--- src/rtl/pipe_ctrl_if.sv ---
// Signal bundle between the 5-stage pipeline (master) and the pipeline sequencer (slave).
// Carries stall requests, the resolved-branch pulse, and the stall/flush/redirect controls.
interface pipe_ctrl_if #(
    parameter int CNT_W = 32
) ();
    logic             stallreq_if_i;
    logic             stallreq_id_i;
    logic             stallreq_mem_i;
    logic             ex_b_flag_i;
    logic [31:0]      ex_b_target_i;
    logic [5:0]       stall_o;
    logic             flush_o;
    logic             redirect_o;
    logic [31:0]      redirect_pc_o;
    logic [CNT_W-1:0] stall_cnt_o;
    logic [CNT_W-1:0] flush_cnt_o;

    modport master (
        output stallreq_if_i, stallreq_id_i, stallreq_mem_i, ex_b_flag_i, ex_b_target_i,
        input  stall_o, flush_o, redirect_o, redirect_pc_o, stall_cnt_o, flush_cnt_o
    );

    modport slave (
        input  stallreq_if_i, stallreq_id_i, stallreq_mem_i, ex_b_flag_i, ex_b_target_i,
        output stall_o, flush_o, redirect_o, redirect_pc_o, stall_cnt_o, flush_cnt_o
    );
endinterface

--- src/rtl/pipe_ctrl.sv ---
// Pipeline sequencer: stall bus, branch flush and PC redirect; a branch resolved under a MEM stall is held and replayed on release.
// Redirect is combinational (0 cycles) after the branch pulse or MEM release; PIPE_CTRL_PERF_EN adds saturating stall/flush counters.
module pipe_ctrl #(
    parameter int FLUSH_CYCLES = 1,
    parameter int CNT_W        = 32
) (
    input  logic       clk,
    input  logic       rst,
    pipe_ctrl_if.slave pipe
);
    localparam logic [1:0] S_IDLE      = 2'd0;
    localparam logic [1:0] S_PEND      = 2'd1;
    localparam logic [1:0] S_FLUSH     = 2'd2;
    localparam logic [2:0] FLUSH_INIT  = 3'(FLUSH_CYCLES - 1);
    localparam bit         MULTI_FLUSH = (FLUSH_CYCLES > 1);

    logic [1:0]  r_state;
    logic [1:0]  w_state_nxt;
    logic [31:0] r_pend_pc;
    logic [31:0] w_pend_nxt;
    logic [2:0]  r_cnt;
    logic [2:0]  w_cnt_nxt;
    logic        w_redirect;
    logic [31:0] w_redirect_pc;
    logic        w_flush;
    logic [5:0]  w_stall;

    always_comb begin
        w_state_nxt   = r_state;
        w_pend_nxt    = r_pend_pc;
        w_cnt_nxt     = r_cnt;
        w_redirect    = 1'b0;
        w_redirect_pc = '0;
        w_flush       = 1'b0;
        case (r_state)
            S_IDLE: begin
                if (pipe.ex_b_flag_i) begin
                    if (pipe.stallreq_mem_i) begin
                        w_pend_nxt  = pipe.ex_b_target_i;
                        w_state_nxt = S_PEND;
                    end else begin
                        w_redirect    = 1'b1;
                        w_redirect_pc = pipe.ex_b_target_i;
                    end
                end
            end
            S_PEND: begin
                if (!pipe.stallreq_mem_i) begin
                    w_redirect    = 1'b1;
                    w_redirect_pc = r_pend_pc;
                    w_state_nxt   = S_IDLE;
                end
            end
            S_FLUSH: begin
                w_flush   = 1'b1;
                w_cnt_nxt = r_cnt - 3'd1;
                if (r_cnt == 3'd1) begin
                    w_state_nxt = S_IDLE;
                end
            end
            default: w_state_nxt = S_IDLE;
        endcase
        // Every redirect starts the flush window, whichever state issued it.
        if (w_redirect) begin
            w_flush = 1'b1;
            if (MULTI_FLUSH) begin
                w_state_nxt = S_FLUSH;
                w_cnt_nxt   = FLUSH_INIT;
            end
        end
    end

    // The instruction an ID/IF stall would hold is being killed, so flush masks those requests.
    always_comb begin
        w_stall = 6'b000000;
        if (pipe.stallreq_mem_i) begin
            w_stall = 6'b011111;
        end else if (pipe.stallreq_id_i && !w_flush) begin
            w_stall = 6'b000111;
        end else if (pipe.stallreq_if_i && !w_flush) begin
            w_stall = 6'b000011;
        end
    end

    always_ff @(posedge clk or negedge rst) begin
        if (!rst) begin
            r_state   <= S_IDLE;
            r_pend_pc <= '0;
            r_cnt     <= '0;
        end else begin
            r_state   <= w_state_nxt;
            r_pend_pc <= w_pend_nxt;
            r_cnt     <= w_cnt_nxt;
        end
    end

    assign pipe.stall_o       = rst ? w_stall       : 6'b000000;
    assign pipe.flush_o       = rst ? w_flush       : 1'b0;
    assign pipe.redirect_o    = rst ? w_redirect    : 1'b0;
    assign pipe.redirect_pc_o = rst ? w_redirect_pc : 32'h0;

`ifdef PIPE_CTRL_PERF_EN
    logic [CNT_W-1:0] r_stall_cnt;
    logic [CNT_W-1:0] r_flush_cnt;

    always_ff @(posedge clk or negedge rst) begin
        if (!rst) begin
            r_stall_cnt <= '0;
            r_flush_cnt <= '0;
        end else begin
            if ((w_stall != 6'b000000) && !(&r_stall_cnt)) begin
                r_stall_cnt <= r_stall_cnt + CNT_W'(1);
            end
            if (w_redirect && !(&r_flush_cnt)) begin
                r_flush_cnt <= r_flush_cnt + CNT_W'(1);
            end
        end
    end

    assign pipe.stall_cnt_o = r_stall_cnt;
    assign pipe.flush_cnt_o = r_flush_cnt;
`else
    assign pipe.stall_cnt_o = '0;
    assign pipe.flush_cnt_o = '0;
`endif

`ifndef SYNTHESIS
    // EX is frozen while a branch is pending, so a second branch pulse indicates an upstream bug.
    a_no_branch_in_pend: assert property (@(posedge clk) disable iff (!rst)
        (r_state == S_PEND) |-> !pipe.ex_b_flag_i)
        else $error("pipe_ctrl: ex_b_flag_i asserted while a branch is pending");
`endif
endmodule

--- src/flat_wrapper.sv ---
// flat-port wrapper written by rule: the top's interface ports become plain ports
module pipe_ctrl_flat 
#(
    parameter int FLUSH_CYCLES = 1,
    parameter int CNT_W        = 32
)
  (clk, rst, pipe_stallreq_if_i, pipe_stallreq_id_i, pipe_stallreq_mem_i, pipe_ex_b_flag_i, pipe_ex_b_target_i, pipe_stall_o, pipe_flush_o, pipe_redirect_o, pipe_redirect_pc_o, pipe_stall_cnt_o, pipe_flush_cnt_o);
  pipe_ctrl_if #(.CNT_W(CNT_W)) pipe_i ();
  input  logic clk;
  input  logic rst;
  input wire logic [$bits(pipe_i.stallreq_if_i)-1:0] pipe_stallreq_if_i;
  input wire logic [$bits(pipe_i.stallreq_id_i)-1:0] pipe_stallreq_id_i;
  input wire logic [$bits(pipe_i.stallreq_mem_i)-1:0] pipe_stallreq_mem_i;
  input wire logic [$bits(pipe_i.ex_b_flag_i)-1:0] pipe_ex_b_flag_i;
  input wire logic [$bits(pipe_i.ex_b_target_i)-1:0] pipe_ex_b_target_i;
  output wire logic [$bits(pipe_i.stall_o)-1:0] pipe_stall_o;
  output wire logic [$bits(pipe_i.flush_o)-1:0] pipe_flush_o;
  output wire logic [$bits(pipe_i.redirect_o)-1:0] pipe_redirect_o;
  output wire logic [$bits(pipe_i.redirect_pc_o)-1:0] pipe_redirect_pc_o;
  output wire logic [$bits(pipe_i.stall_cnt_o)-1:0] pipe_stall_cnt_o;
  output wire logic [$bits(pipe_i.flush_cnt_o)-1:0] pipe_flush_cnt_o;
  assign pipe_i.stallreq_if_i = pipe_stallreq_if_i;
  assign pipe_i.stallreq_id_i = pipe_stallreq_id_i;
  assign pipe_i.stallreq_mem_i = pipe_stallreq_mem_i;
  assign pipe_i.ex_b_flag_i = pipe_ex_b_flag_i;
  assign pipe_i.ex_b_target_i = pipe_ex_b_target_i;
  assign pipe_stall_o = pipe_i.stall_o;
  assign pipe_flush_o = pipe_i.flush_o;
  assign pipe_redirect_o = pipe_i.redirect_o;
  assign pipe_redirect_pc_o = pipe_i.redirect_pc_o;
  assign pipe_stall_cnt_o = pipe_i.stall_cnt_o;
  assign pipe_flush_cnt_o = pipe_i.flush_cnt_o;
  pipe_ctrl #(.FLUSH_CYCLES(FLUSH_CYCLES), .CNT_W(CNT_W)) u_core (.clk(clk), .rst(rst), .pipe(pipe_i));
endmodule
--- config.mk ---
export PLATFORM = sky130hd
export DESIGN_NAME = pipe_ctrl_flat
export DESIGN_NICKNAME = d
export VERILOG_FILES = /design/src/rtl/pipe_ctrl_if.sv /design/src/rtl/pipe_ctrl.sv /design/src/flat_wrapper.sv
export SDC_FILE = /design/constraint.sdc
export NUM_CORES = 1
export LEC_CHECK = 0
export BUFFER_PORTS_ARGS = -buffer_cell sky130_fd_sc_hd__buf_4
export CAP_MARGIN = 20
export CORE_UTILIZATION = 40
export DETAILED_ROUTE_END_ITERATION = 8
export HOLD_SLACK_MARGIN = 0.02
export PLACE_DENSITY_LB_ADDON = 0.08
export SYNTH_ARGS = -nofsm -noshare
export SYNTH_HDL_FRONTEND = slang
export SYNTH_SLANG_ARGS = --single-unit
--- constraint.sdc ---
create_clock -name clk -period 1.5 [get_ports clk]
set_input_delay 0.375 -clock clk [delete_from_list [all_inputs] [get_ports clk]]
set_output_delay 0.375 -clock clk [all_outputs]
set_load 0.02 [all_outputs]
== After elaboration in Yosys (flattened, before gate mapping) ==
Cells that the tools add are included.

* $add $sub $neg: 1
* Equality and inequality tests: 7
* Muxes and demuxes: 21
* Reductions and logical operators: 6

{| class="wikitable"
|+ Operator list
! cell !! count
|-
| two-way mux 32 bit || 4
|-
| one-hot mux 32 bit (2 select lines) || 1
|-
| two-way mux 6 bit || 3
|-
| two-way mux 2 bit || 5
|-
| two-way mux 1 bit || 6
|-
| inequality test 2 bit (second input constant) || 3
|-
| one-hot mux 2 bit (3 select lines) || 1
|-
| AND reduction 4 bit || 1
|-
| equality test 3 x 1 -> 1 bit (second input constant) || 1
|-
| AND reduction 3 bit || 1
|-
| subtractor 3 x 1 -> 3 bit (second input constant) || 1
|-
| equality test 2 x 1 -> 1 bit (second input constant) || 1
|-
| equality test 2 bit (second input constant) || 1
|-
| logical AND 1 bit || 2
|-
| zero test 2 bit || 1
|-
| inequality test 2 x 1 -> 1 bit (second input constant) || 1
|-
| one-hot mux 1 bit (2 select lines) || 1
|-
| zero test 1 bit || 1
|}

* Register bits after elaboration: 37
* Bits of input ports: 38
* Output and inout bits: 104

== Logic depth before layout (Yosys ltp) ==
Gate-level depths: netlist (run 1).

* Depth after elaboration: 10
* Gate-level depth with buffers: 6

== Least setup slack after synthesis (run 1) ==
Ideal clock, no wire load.

* Path type: in2out
* Start point: input port pipe_stallreq_mem_i
* End point: output port pipe_redirect_o
* Arrival: 1.330 ns
* Required time: 1.125 ns
* Setup slack: -0.205 ns
* Stages: 5
* Buffers on the path: 3
* Cells stage by stage: nand2b_1 buf_2 buf_2 nor2_1 buf_4

* Cells in the longest elaborated chain, start to end: 4

{| class="wikitable"
|+ RTL lines
! item !! RTL line !! RTL
|-
| start, declared || flat_wrapper.sv:13 || <nowiki>input wire logic [$bits(pipe_i.stallreq_mem_i)-1:0] pipe_stallreq_mem_i;</nowiki>
|-
| two-way mux 1 bit * || pipe_ctrl.sv:38, pipe_ctrl.sv:48 ||
|-
| two-way mux 1 bit || pipe_ctrl.sv:37 || <nowiki>if (pipe.ex_b_flag_i) begin</nowiki>
|-
| one-hot mux 1 bit (2 select lines) * || pipe_ctrl.sv:35 || <nowiki>case (r_state)</nowiki>
|-
| two-way mux 1 bit * || pipe_ctrl.sv:99 || <nowiki>assign pipe.redirect_o = rst ? w_redirect : 1'b0;</nowiki>
|-
| end, declared || flat_wrapper.sv:18 || <nowiki>output wire logic [$bits(pipe_i.redirect_o)-1:0] pipe_redirect_o;</nowiki>
|}

Every way passes the cells marked *; elsewhere a longest branch is shown, timed or not.

== Worst setup path in the final report (run 1) ==
* Start point: register u_core.r_state[0]
* End point: output port pipe_stall_o[1]

* Cells in the longest elaborated chain, start to end: 9
* Elaborated cells on any way between the ends: 13

{| class="wikitable"
|+ RTL lines
! item !! RTL line !! RTL
|-
| start, declared || pipe_ctrl.sv:17 || <nowiki>logic [1:0] r_state;</nowiki>
|-
| start signal, assigned || pipe_ctrl.sv:91 || <nowiki>r_state <= w_state_nxt;</nowiki>
|-
| equality test 2 x 1 -> 1 bit (tied with other cells) || pipe_ctrl.sv:35 ||
|-
| one-hot mux 1 bit (2 select lines) / two-way mux 1 bit (equally long branches) || pipe_ctrl.sv:35 ||
|-
| two-way mux 1 bit * || pipe_ctrl.sv:64 || <nowiki>if (w_redirect) begin</nowiki>
|-
| zero test 1 bit * || pipe_ctrl.sv:78, pipe_ctrl.sv:80 ||
|-
| logical AND 1 bit || pipe_ctrl.sv:80 || <nowiki>end else if (pipe.stallreq_if_i && !w_flush) begin</nowiki>
|-
| two-way mux 2 bit || pipe_ctrl.sv:80 ||
|-
| two-way mux 6 bit * || pipe_ctrl.sv:78 || <nowiki>end else if (pipe.stallreq_id_i && !w_flush) begin</nowiki>
|-
| two-way mux 6 bit * || pipe_ctrl.sv:76 || <nowiki>if (pipe.stallreq_mem_i) begin</nowiki>
|-
| two-way mux 6 bit * || pipe_ctrl.sv:97 || <nowiki>assign pipe.stall_o = rst ? w_stall : 6'b000000;</nowiki>
|-
| end, declared || flat_wrapper.sv:16 || <nowiki>output wire logic [$bits(pipe_i.stall_o)-1:0] pipe_stall_o;</nowiki>
|}

Marks and branches as above.

==> results of run 1 <==
cells in the mapped netlist (all sizes together):
cell type	number	area (sq um)
nor2b	3	21.3
buf	80	633
a21oi	1	5.00
a22oi	32	240
nor2	34	128
and2	1	6.26
nand3b	1	20.0
clkbuf	3	11.3
conb	1	3.75
o21a	2	15.0
mux2	32	473
nand2b	1	6.26
dfrtp	33	826
per-stage QoR:
stage	TNS (ps)	worst slack [ps]	power, mW	util	instances
after floorplan	0	6.34	1.97	-	288
after global placement	-21400	-488	2.08	0.509	363
after detailed placement	-21440	-495	2.09	0.509	363
after CTS	-12710	-356	2.86	0.563	377
after global routing	-15610	-397	3.01	0.575	377
final	-11480	-334	2.87	0.575	377
repair_timing:
item,in CTS,in global routing
gates cloned,3,0
pin swaps,2,7
setup endpoints to repair,69,69
setup buffers,4,0
resized for setup,31,18
hold buffers,0,0
flip-flops by register name (all words and copies together) (netlist names):
signal	count
u_core.r_pend_pc	32
u_core.r_state	1
metal layers:
layer / vias up / global-route usage / wire length [microns]
li1: 791 / - / -
met1: 848 / 0.234 / 2290
met2: 78 / 0.292 / 2580
met3: 6 / 0.0299 / 248
met4: 0 / 0.0655 / 80
met5: - / 0 / 0
critical path: stages, from the launching register on:
cell and delay, ps:
sky130_fd_sc_hd__dfrtp_2 500, sky130_fd_sc_hd__buf_12 200, sky130_fd_sc_hd__nor2_4 50, sky130_fd_sc_hd__o21a_1 90, sky130_fd_sc_hd__o21a_2 190, sky130_fd_sc_hd__buf_4 150
worst max-delay path by stage:
stage and to:
6_report pipe_stall_o[1], 3_5_place_dp pipe_redirect_pc_o[22], 4_1_cts pipe_stall_o[1], 3_3_place_gp pipe_redirect_pc_o[1]
5_1_grt pipe_stall_o[1], 2_1_floorplan pipe_redirect_pc_o[10]
power breakdown:
group | switching (mW) | internal, mW
Clock | 0.290 | 0.363
Combinational | 0.506 | 0.533
Sequential | 0.117 | 1.06
logic make-up after synthesis:
kind of cell,Yosys count,share of synthesized area
buffers and inverters,83,0.270
muxes,32,0.198
AOI/OAI and AO/OA,35,0.109
and+or+nand+nor,40,0.0760
other,1,0.00157
DFF,33,0.346
cell usage in the layout, fill, tap and decap left out, types with 6 or more instances in the layout:
cell,n
sky130_fd_sc_hd__mux2_4,31
sky130_fd_sc_hd__clkbuf_8,6
sky130_fd_sc_hd__dfrtp_1,32
sky130_fd_sc_hd__a22oi_2,19
sky130_fd_sc_hd__buf_4,62
sky130_fd_sc_hd__nor2_2,30
sky130_fd_sc_hd__buf_12,6
sky130_fd_sc_hd__buf_6,23
sky130_fd_sc_hd__a22oi_1,13
sky130_fd_sc_hd__conb_1,65
final cells by class:
type                       count  area, sq um
clock buffer                   7         86.3
multi-input combinational    173         1370
timing repair buffer          92          872
tap                           72         90.1
sequential                    33          827
fill                         527         2400
==> results.yml, run 1 <==
floorplanning:
  fp-row-count: 27
  initial_utilization: 0.423
  die-width_microns: 79.3
  placeableCoreArea_sq_mm: 0.00564
  die_area_sq_mm: 0.00628
  die_height_microns: 79.3
  ios: 142
cts:
  clk-insertion-delay-late_ps: 270
  cts.path.max_buffers: 2
  clock_tree.htree_level_count: 2
  root_buf_cell: "sky130_fd_sc_hd__clkbuf_8"
  tritoncts_num_sinks: 33
  cts_inserted_buffers: 5
  clk_pin_slew_worst_paths_ps: 60
  cts_tree: "done"
setup_path:
  critPathRequiredTime_ps: 1120
  timing.critical_path.from: "u_core.r_state[0]$_DFFE_PN0P_"
  cp.arrival_ps: 1460
  critical_path.reg2reg.endpoint: "u_core.r_pend_pc[18]$_DFFE_PN0P_"
  crit_fanout: 17
  worstSetupStartpointType: "register"
  worstReg2RegStart: "u_core.r_state[0]$_DFFE_PN0P_"
  timing_worst_setup_path_type: "register to output pin"
  critPathCaptureType: "output pin"
  slack_of_the_worst_reg_to_reg_path_ps: -40
  worstRegToRegCells: 4
layout:
  postLayoutCellArea_sq_mm: 0.00325
  fin_nets: 343
  area.growth.synth_to_final_pct: 35.9
  number_of_diodes: 0
  post_route_cells_drive_above_1_share: 0.613
placed_design:
  place.gp.congestion: 0.675
  placement.io_buffers: 76
  placement.cell_area_sq_mm: 0.00287
  dp.final_hpwl_microns: 3240
sta:
  fin_ws_ps: -334
  hold_violations: 0
  holdWs_ps: 156
  rsz0062_at_grt: "yes"
  max_freq_ghz: 0.545
  final.min_clock_period_ps: 1830
  fin_crit_sh: 1.22
  setup_viol: 69
  slew_violations: 0
  skew_ps: 1.50
power_and_ir_drop:
  cellPowerDensity_mw_per_mm2: 883
  leakagePower_nw: 1.62
  max-vdd-ir-drop_mv: 0.430
status:
  run_status: "complete, but fails checks"
  violations: "negative setup slack"
detailed_routing:
  postRouteAntennaNets: 0
  route.detailed.vias_per_inst: 4.57
  firstDrtPassIters: 4
  totalWireLength_microns: 5200
  drt_first_iter_violations: 52
  post-route-drc-count: 0
  vias: 1723
  drt-wirelength-per-cell_microns: 13.8
logic_synthesis:
  synth.yosys.seq_area_share: 0.346
  yosys_warnings: 0
  postSynthRegisterBits: 33
  postSynthCellCount: 224
  postSynthAreaPerCell_sq_um: 10.7
  synth.cell_area_sq_mm: 0.00239
  ys_types: 17
global_routing:
  wire_length_of_the_first_global_routing_pass_microns: 8420
  grt_pass1_vias: 1618
  antenna_found_initial: 0
  pin_count_of_the_biggest_net_entering_global_routing: 34
  overflow: 0
  grt_resource_usage_total: 0.178
job:
  cap_viol_max_count: 0
worst_hold_path:
  min-delay-path-class: "input port to asynchronous set/reset pin"
No activity file was read; power rests on OpenSTA's default activity.
==> inputs of run 2 (changes only) <==
==> constraint.sdc (replaced) <==
create_clock -name clk -period 1.5 [get_ports clk]
set_input_delay 0.075 -clock clk [delete_from_list [all_inputs] [get_ports clk]]
set_output_delay 0.075 -clock clk [all_outputs]
set_load 0.02 [all_outputs]
==> run 2 against run 1 <==
The flow still finishes with violations (negative setup slack). Design area fell by 6.6%. Sequential cell count did not move. Sequential share of layout area rose by 1.8 points. Worst setup slack improved by 270 ps. Critical path depth rose by 1. Die area did not move. Critical path type unchanged. Critical endpoint is now pipe_redirect_pc_o[29].
==> results.yml, run 2 (same netlist as run 1, synthesis figures left out) <==
floorplanning:
  ios: 142
  die-width_microns: 79.3
  fp-row-count: 27
  initial_utilization: 0.423
  placeableCoreArea_sq_mm: 0.00564
  die_area_sq_mm: 0.00628
  die_height_microns: 79.3
global_routing:
  overflow: 0
  grt_busiest_layer: "met2"
  grt_resource_usage_total: 0.156
  pin_count_of_the_biggest_net_entering_global_routing: 23
  grt_util_met2: 0.270
  antenna_found_initial: 0
  global_route.usage.met1: 0.191
  use_met3: 0.0356
  grt_pass1_vias: 1602
  wire_length_of_the_first_global_routing_pass_microns: 7590
setup_path:
  critPathCaptureType: "output pin"
  worstSetupStartpointType: "register"
  cp.arrival_ps: 1490
  timing_worst_setup_path_type: "register to output pin"
  crit_fanout: 5
  critPathRequiredTime_ps: 1420
power_and_ir_drop:
  leakagePower_nw: 1.60
  cellPowerDensity_mw_per_mm2: 912
  max-vdd-ir-drop_mv: 0.495
status:
  run_status: "complete, but fails checks"
  violations: "negative setup slack"
sta:
  setup_viol: 28
  hold_violations: 0
  holdWs_ps: 31.5
  totalNegativeSetupSlack_ps: -613
  timing_worst_slew_pin_value_ps: 738
  slew_headroom: 0.506
  fin_ws_ps: -60.2
  max_freq_ghz: 0.641
  fin_crit_sh: 1.04
  skew_ps: 6.08
  rsz0062_at_grt: "yes"
  slew_violations: 0
  final.min_clock_period_ps: 1560
layout:
  biggestRegsByFlops: "u_core.r_pend_pc x32, u_core.r_state x1"
  largest-register: "u_core.r_pend_pc"
  post_route_cells_drive_above_1_share: 0.481
  mostFrequentLayoutCells: "sky130_fd_sc_hd__buf_4 (85), sky130_fd_sc_hd__conb_1 (65), sky130_fd_sc_hd__nor2_1 (33), sky130_fd_sc_hd__dfrtp_1 (32), sky130_fd_sc_hd__mux2_4 (30)"
  area.growth.synth_to_final_pct: 27.0
  final_util: 0.538
  number_of_diodes: 0
  fin_nets: 345
  number_of_flip_flops_in_the_largest_register: 32
  mostFrequentLayoutCell: "sky130_fd_sc_hd__buf_4"
detailed_routing:
  vias: 1667
  route.detailed.vias_per_inst: 4.39
  drt_first_iter_violations: 58
  postRouteAntennaNets: 0
  post-route-drc-count: 0
  totalWireLength_microns: 5050
  firstDrtPassIters: 4
  drt-wirelength-per-cell_microns: 13.3
placed_design:
  placement.io_buffers: 76
  pre_cts_ws_ps: 82.3
  dp.final_hpwl_microns: 3350
  place.gp.congestion: 0.672
cts:
  cts_inserted_buffers: 5
  clk_pin_slew_worst_paths_ps: 70
  clk-insertion-delay-late_ps: 280
  tritoncts_num_sinks: 33
  clock_tree.htree_level_count: 2
  cts.path.max_buffers: 2
  root_buf_cell: "sky130_fd_sc_hd__clkbuf_8"
  cts_tree: "done"
job:
  cap_viol_max_count: 0
worst_hold_path:
  min-delay-path-class: "input port to register"
[run 2: changes by cell type in the layout (fill, tap and decap cells not counted), sizes merged]
| cell | change |
|---|---|
| clkinv | +2 |
| nor2b | -1 |
| clkbuf | +1 |
| dlygate4sd3 | +1 |
[run 2: metal layers]
layer	part of all wire	up-vias
met2	0.51	65
li1	-	790
met4	0.0075	0
met5	0	-
met3	0.052	4
met1	0.43	808
[run 2: worst paths after layout]
check / to / startpoint / cells past startpoint / slack, ps
worst max-delay path: pipe_redirect_pc_o[29] / u_core.r_state[0]$_DFFE_PN0P_ / 6 / -60
worst min-delay path: u_core.r_pend_pc[20]$_DFFE_PN0P_ / pipe_ex_b_target_i[20] / 2 / 30
worst max register to register: u_core.r_pend_pc[11]$_DFFE_PN0P_ / u_core.r_state[0]$_DFFE_PN0P_ / 4 / 100
worst min register to register: u_core.r_pend_pc[31]$_DFFE_PN0P_ / u_core.r_pend_pc[31]$_DFFE_PN0P_ / 1 / 510
max in group asynchronous: u_core.r_state[0]$_DFFE_PN0P_ / rst / 3 / 330
min in group asynchronous: u_core.r_pend_pc[0]$_DFFE_PN0P_ / rst / 2 / 430
[run 2: critical path: stages (launching register included)]
cell and delay [ps]:
sky130_fd_sc_hd__dfrtp_2 430, sky130_fd_sc_hd__nor2b_4 160, sky130_fd_sc_hd__buf_12 140, sky130_fd_sc_hd__clkbuf_16 140, sky130_fd_sc_hd__a22oi_1 60, sky130_fd_sc_hd__nor2_1 110
sky130_fd_sc_hd__buf_4 150
[run 2: repair_timing]
action | 4_1_cts | 5_1_grt
pin swaps | 1 | 18
gates cloned | 1 | 3
hold endpoints to repair | 33 | 0
hold buffers | 1 | 0
buffers inserted | 3 | 2
resized for setup | 11 | 12
endpoints found under the setup margin | 31 | 59
[run 2: layout make-up]
| type | instances | area (sq um) |
|---|---|---|
| Fill cell | 559 | 2610 |
| Timing Repair Buffer | 95 | 807 |
| Clock buffer | 6 | 72.6 |
| Clock inverter | 2 | 10.0 |
| Multi-Input combinational cell | 172 | 1230 |
| Tap cell | 72 | 90.1 |
| Sequential cell | 33 | 827 |
[run 2: metrics by stage]
| step | total power [mW] | area (sq um) | cells |
|---|---|---|---|
| 6_report | 2.77 | 3030 | 380 |
| 5_1_grt | 2.93 | 3030 | 380 |
| 4_1_cts | 2.75 | 2930 | 376 |
| 3_5_place_dp | 2.04 | 2730 | 363 |
| 3_3_place_gp | 2.03 | 2730 | 363 |
| 2_1_floorplan | 1.92 | 2630 | 288 |
[run 2: power breakdown]
| part | switching (mW) | internal [mW] | total (mW) |
|---|---|---|---|
| combinational | 0.463 | 0.499 | 0.961 |
| clock | 0.320 | 0.321 | 0.642 |
| sequential | 0.107 | 1.06 | 1.16 |
==> inputs of run 3 (changes only) <==
--- a/config.mk
+++ b/config.mk
@@ -7,6 +7,7 @@
 export LEC_CHECK = 0
 export BUFFER_PORTS_ARGS = -buffer_cell sky130_fd_sc_hd__buf_4
 export CAP_MARGIN = 20
+export CORE_MARGIN = 2
 export CORE_UTILIZATION = 40
 export DETAILED_ROUTE_END_ITERATION = 8
 export HOLD_SLACK_MARGIN = 0.02
==> run 3 against run 2 <==
The flow still finishes with violations (negative setup slack). Non-clock buffer count decreased by 6. Register-to-register slack improved by 100 ps. Design area shrank 4.3%. Clock skew decreased by 2.6 ps. Clock power grew 0.8%. Critical path type unchanged. Final cell count is 0.79% lower. Power shrank 2.3%.
==> results.yml, run 3 (same netlist as run 1, synthesis figures left out) <==
status:
  run_status: "complete, but fails checks"
  violations: "negative setup slack"
sta:
  final.min_clock_period_ps: 1510
  max_freq_ghz: 0.661
  slew_violations: 0
  skew_ps: 3.44
  totalNegativeSetupSlack_ps: -21.1
  timing_worst_slew_pin_value_ps: 725
  setup_viol: 3
  fin_crit_sh: 1.01
  slew_headroom: 0.515
  rsz0062_at_grt: "yes"
  fin_ws_ps: -13.3
  hold_violations: 0
layout:
  multi_input_area_sq_mm: 0.00119
  register_area_sq_um: 827
  area.growth.synth_to_final_pct: 21.5
  number_of_diodes: 0
  largest-register: "u_core.r_pend_pc"
  final-instance-count-excl-fill: 377
  final_util: 0.496
  biggestRegsByFlops: "u_core.r_pend_pc x32, u_core.r_state x1"
  n_fill_cell: 580
  mostFrequentLayoutCells: "sky130_fd_sc_hd__buf_4 (83), sky130_fd_sc_hd__conb_1 (65), sky130_fd_sc_hd__nor2_1 (34), sky130_fd_sc_hd__dfrtp_1 (32), sky130_fd_sc_hd__mux2_4 (30)"
  number_of_flip_flops_in_the_largest_register: 32
  postLayoutCellArea_sq_mm: 0.00290
  mostFrequentLayoutCell: "sky130_fd_sc_hd__buf_4"
  fin_nets: 339
  post_route_cells_drive_above_1_share: 0.450
setup_path:
  crit_fanout: 11
  worstSetupStartpointType: "register"
  cp.arrival_ps: 1440
  timing_worst_setup_path_type: "register to output pin"
  critical_path_cell_by_cell: "nor2b_4, buf_6, a22oi_2, nor2_1, buf_4"
  crit_path_top_delay_cell: "sky130_fd_sc_hd__dfrtp_2"
  critPathRequiredTime_ps: 1420
  worstRegToRegCells: 3
  peak_per_stage_delay_on_the_critical_path_ps: 450
  critPathCaptureType: "output pin"
global_routing:
  wire_length_of_the_first_global_routing_pass_microns: 7470
  antenna_found_initial: 0
  overflow: 0
  pin_count_of_the_biggest_net_entering_global_routing: 22
  grt_pass1_vias: 1551
  grt_resource_usage_total: 0.145
detailed_routing:
  firstDrtPassIters: 4
  drt_first_iter_violations: 46
  totalWireLength_microns: 4730
  postRouteAntennaNets: 0
  post-route-drc-count: 0
  vias: 1640
  route.detailed.vias_per_inst: 4.35
  drt-wirelength-per-cell_microns: 12.5
cts:
  root_buf_cell: "sky130_fd_sc_hd__clkbuf_8"
  cts_post_setup_buffers_inserted: 0
  clock_tree.htree_level_count: 2
  cts.path.max_buffers: 2
  cts_inserted_buffers: 5
  clk_pin_slew_worst_paths_ps: 70
  clk-insertion-delay-late_ps: 280
  tritoncts_num_sinks: 33
  cts_tree: "done"
floorplanning:
  die-width_microns: 81.3
  placeableCoreArea_sq_mm: 0.00585
  ios: 142
  die_height_microns: 81.3
  die_area_sq_mm: 0.00661
  initial_utilization: 0.408
  fp-row-count: 28
power_and_ir_drop:
  max-vdd-ir-drop_mv: 0.465
  leakagePower_nw: 1.54
  cellPowerDensity_mw_per_mm2: 932
  finalPower_mw: 2.70
placed_design:
  dp.final_hpwl_microns: 3430
  numPlacedInstances: 367
  place.gp.congestion: 0.677
  placement.cell_area_sq_mm: 0.00274
  placement.io_buffers: 76
job:
  cap_viol_max_count: 0
worst_hold_path:
  min-delay-path-class: "input port to register"
  hold_depth: 2
run 3: worst paths after layout:
check                                           startpoint                                to  slack, ps
hold / removal                      pipe_ex_b_target_i[28]  u_core.r_pend_pc[28]$_DFFE_PN0P_         30
hold reg to reg            u_core.r_pend_pc[3]$_DFFE_PN0P_   u_core.r_pend_pc[3]$_DFFE_PN0P_        510
max in group asynchronous                              rst     u_core.r_state[0]$_DFFE_PN0P_        350
min in group asynchronous                              rst  u_core.r_pend_pc[25]$_DFFE_PN0P_        410
setup reg to reg             u_core.r_state[0]$_DFFE_PN0P_   u_core.r_pend_pc[2]$_DFFE_PN0P_        200
setup / recovery             u_core.r_state[0]$_DFFE_PN0P_            pipe_redirect_pc_o[31]        -10
run 3: what timing repair did:
action                                  4_1_cts  5_1_grt
endpoints found under the hold margin        34        0
resized for setup                             8        4
pin swaps                                     2        5
endpoints found under the setup margin       29       35
hold buffers                                  2        0
run 3: metal layers:
metal	GRT usage	up-vias	wire length, microns
met4	0.0356	0	42
met2	0.247	71	2350
met5	0	-	0
li1	-	779	-
met3	0.0378	7	333
met1	0.184	783	2000
run 3: area by class of cell:
class,count,area share
multi-input cells,172,0.411
flip-flops and latches,33,0.285
repair buffers,89,0.241
well taps,75,0.0323
clock buffers,5,0.0237
clock inverters,3,0.00604
run 3: per-stage QoR:
stage	hold slack (ps)	setup slack, ps
final	30.6	-13.3
after global placement	-30.5	215
after global routing	21.6	-114
after CTS	21.9	-32.6
after floorplan	-221	123
after detailed placement	-30.1	169
run 3: worst max-delay path: cells and delay by family, from the launching register on:
| kind | cells | cell delay (ps) |
|---|---|---|
| buf+inv | 2 | 330 |
| flops | 1 | 450 |
| compound gates | 1 | 60 |
| simple gates | 2 | 310 |
run 3: report_power, final:
group / switching (mW) / total, mW / internal [mW]
logic: 0.442 / 0.897 / 0.455
clock network: 0.327 / 0.647 / 0.320
registers: 0.103 / 1.16 / 1.06
total: 0.872 / 2.70 / 1.83
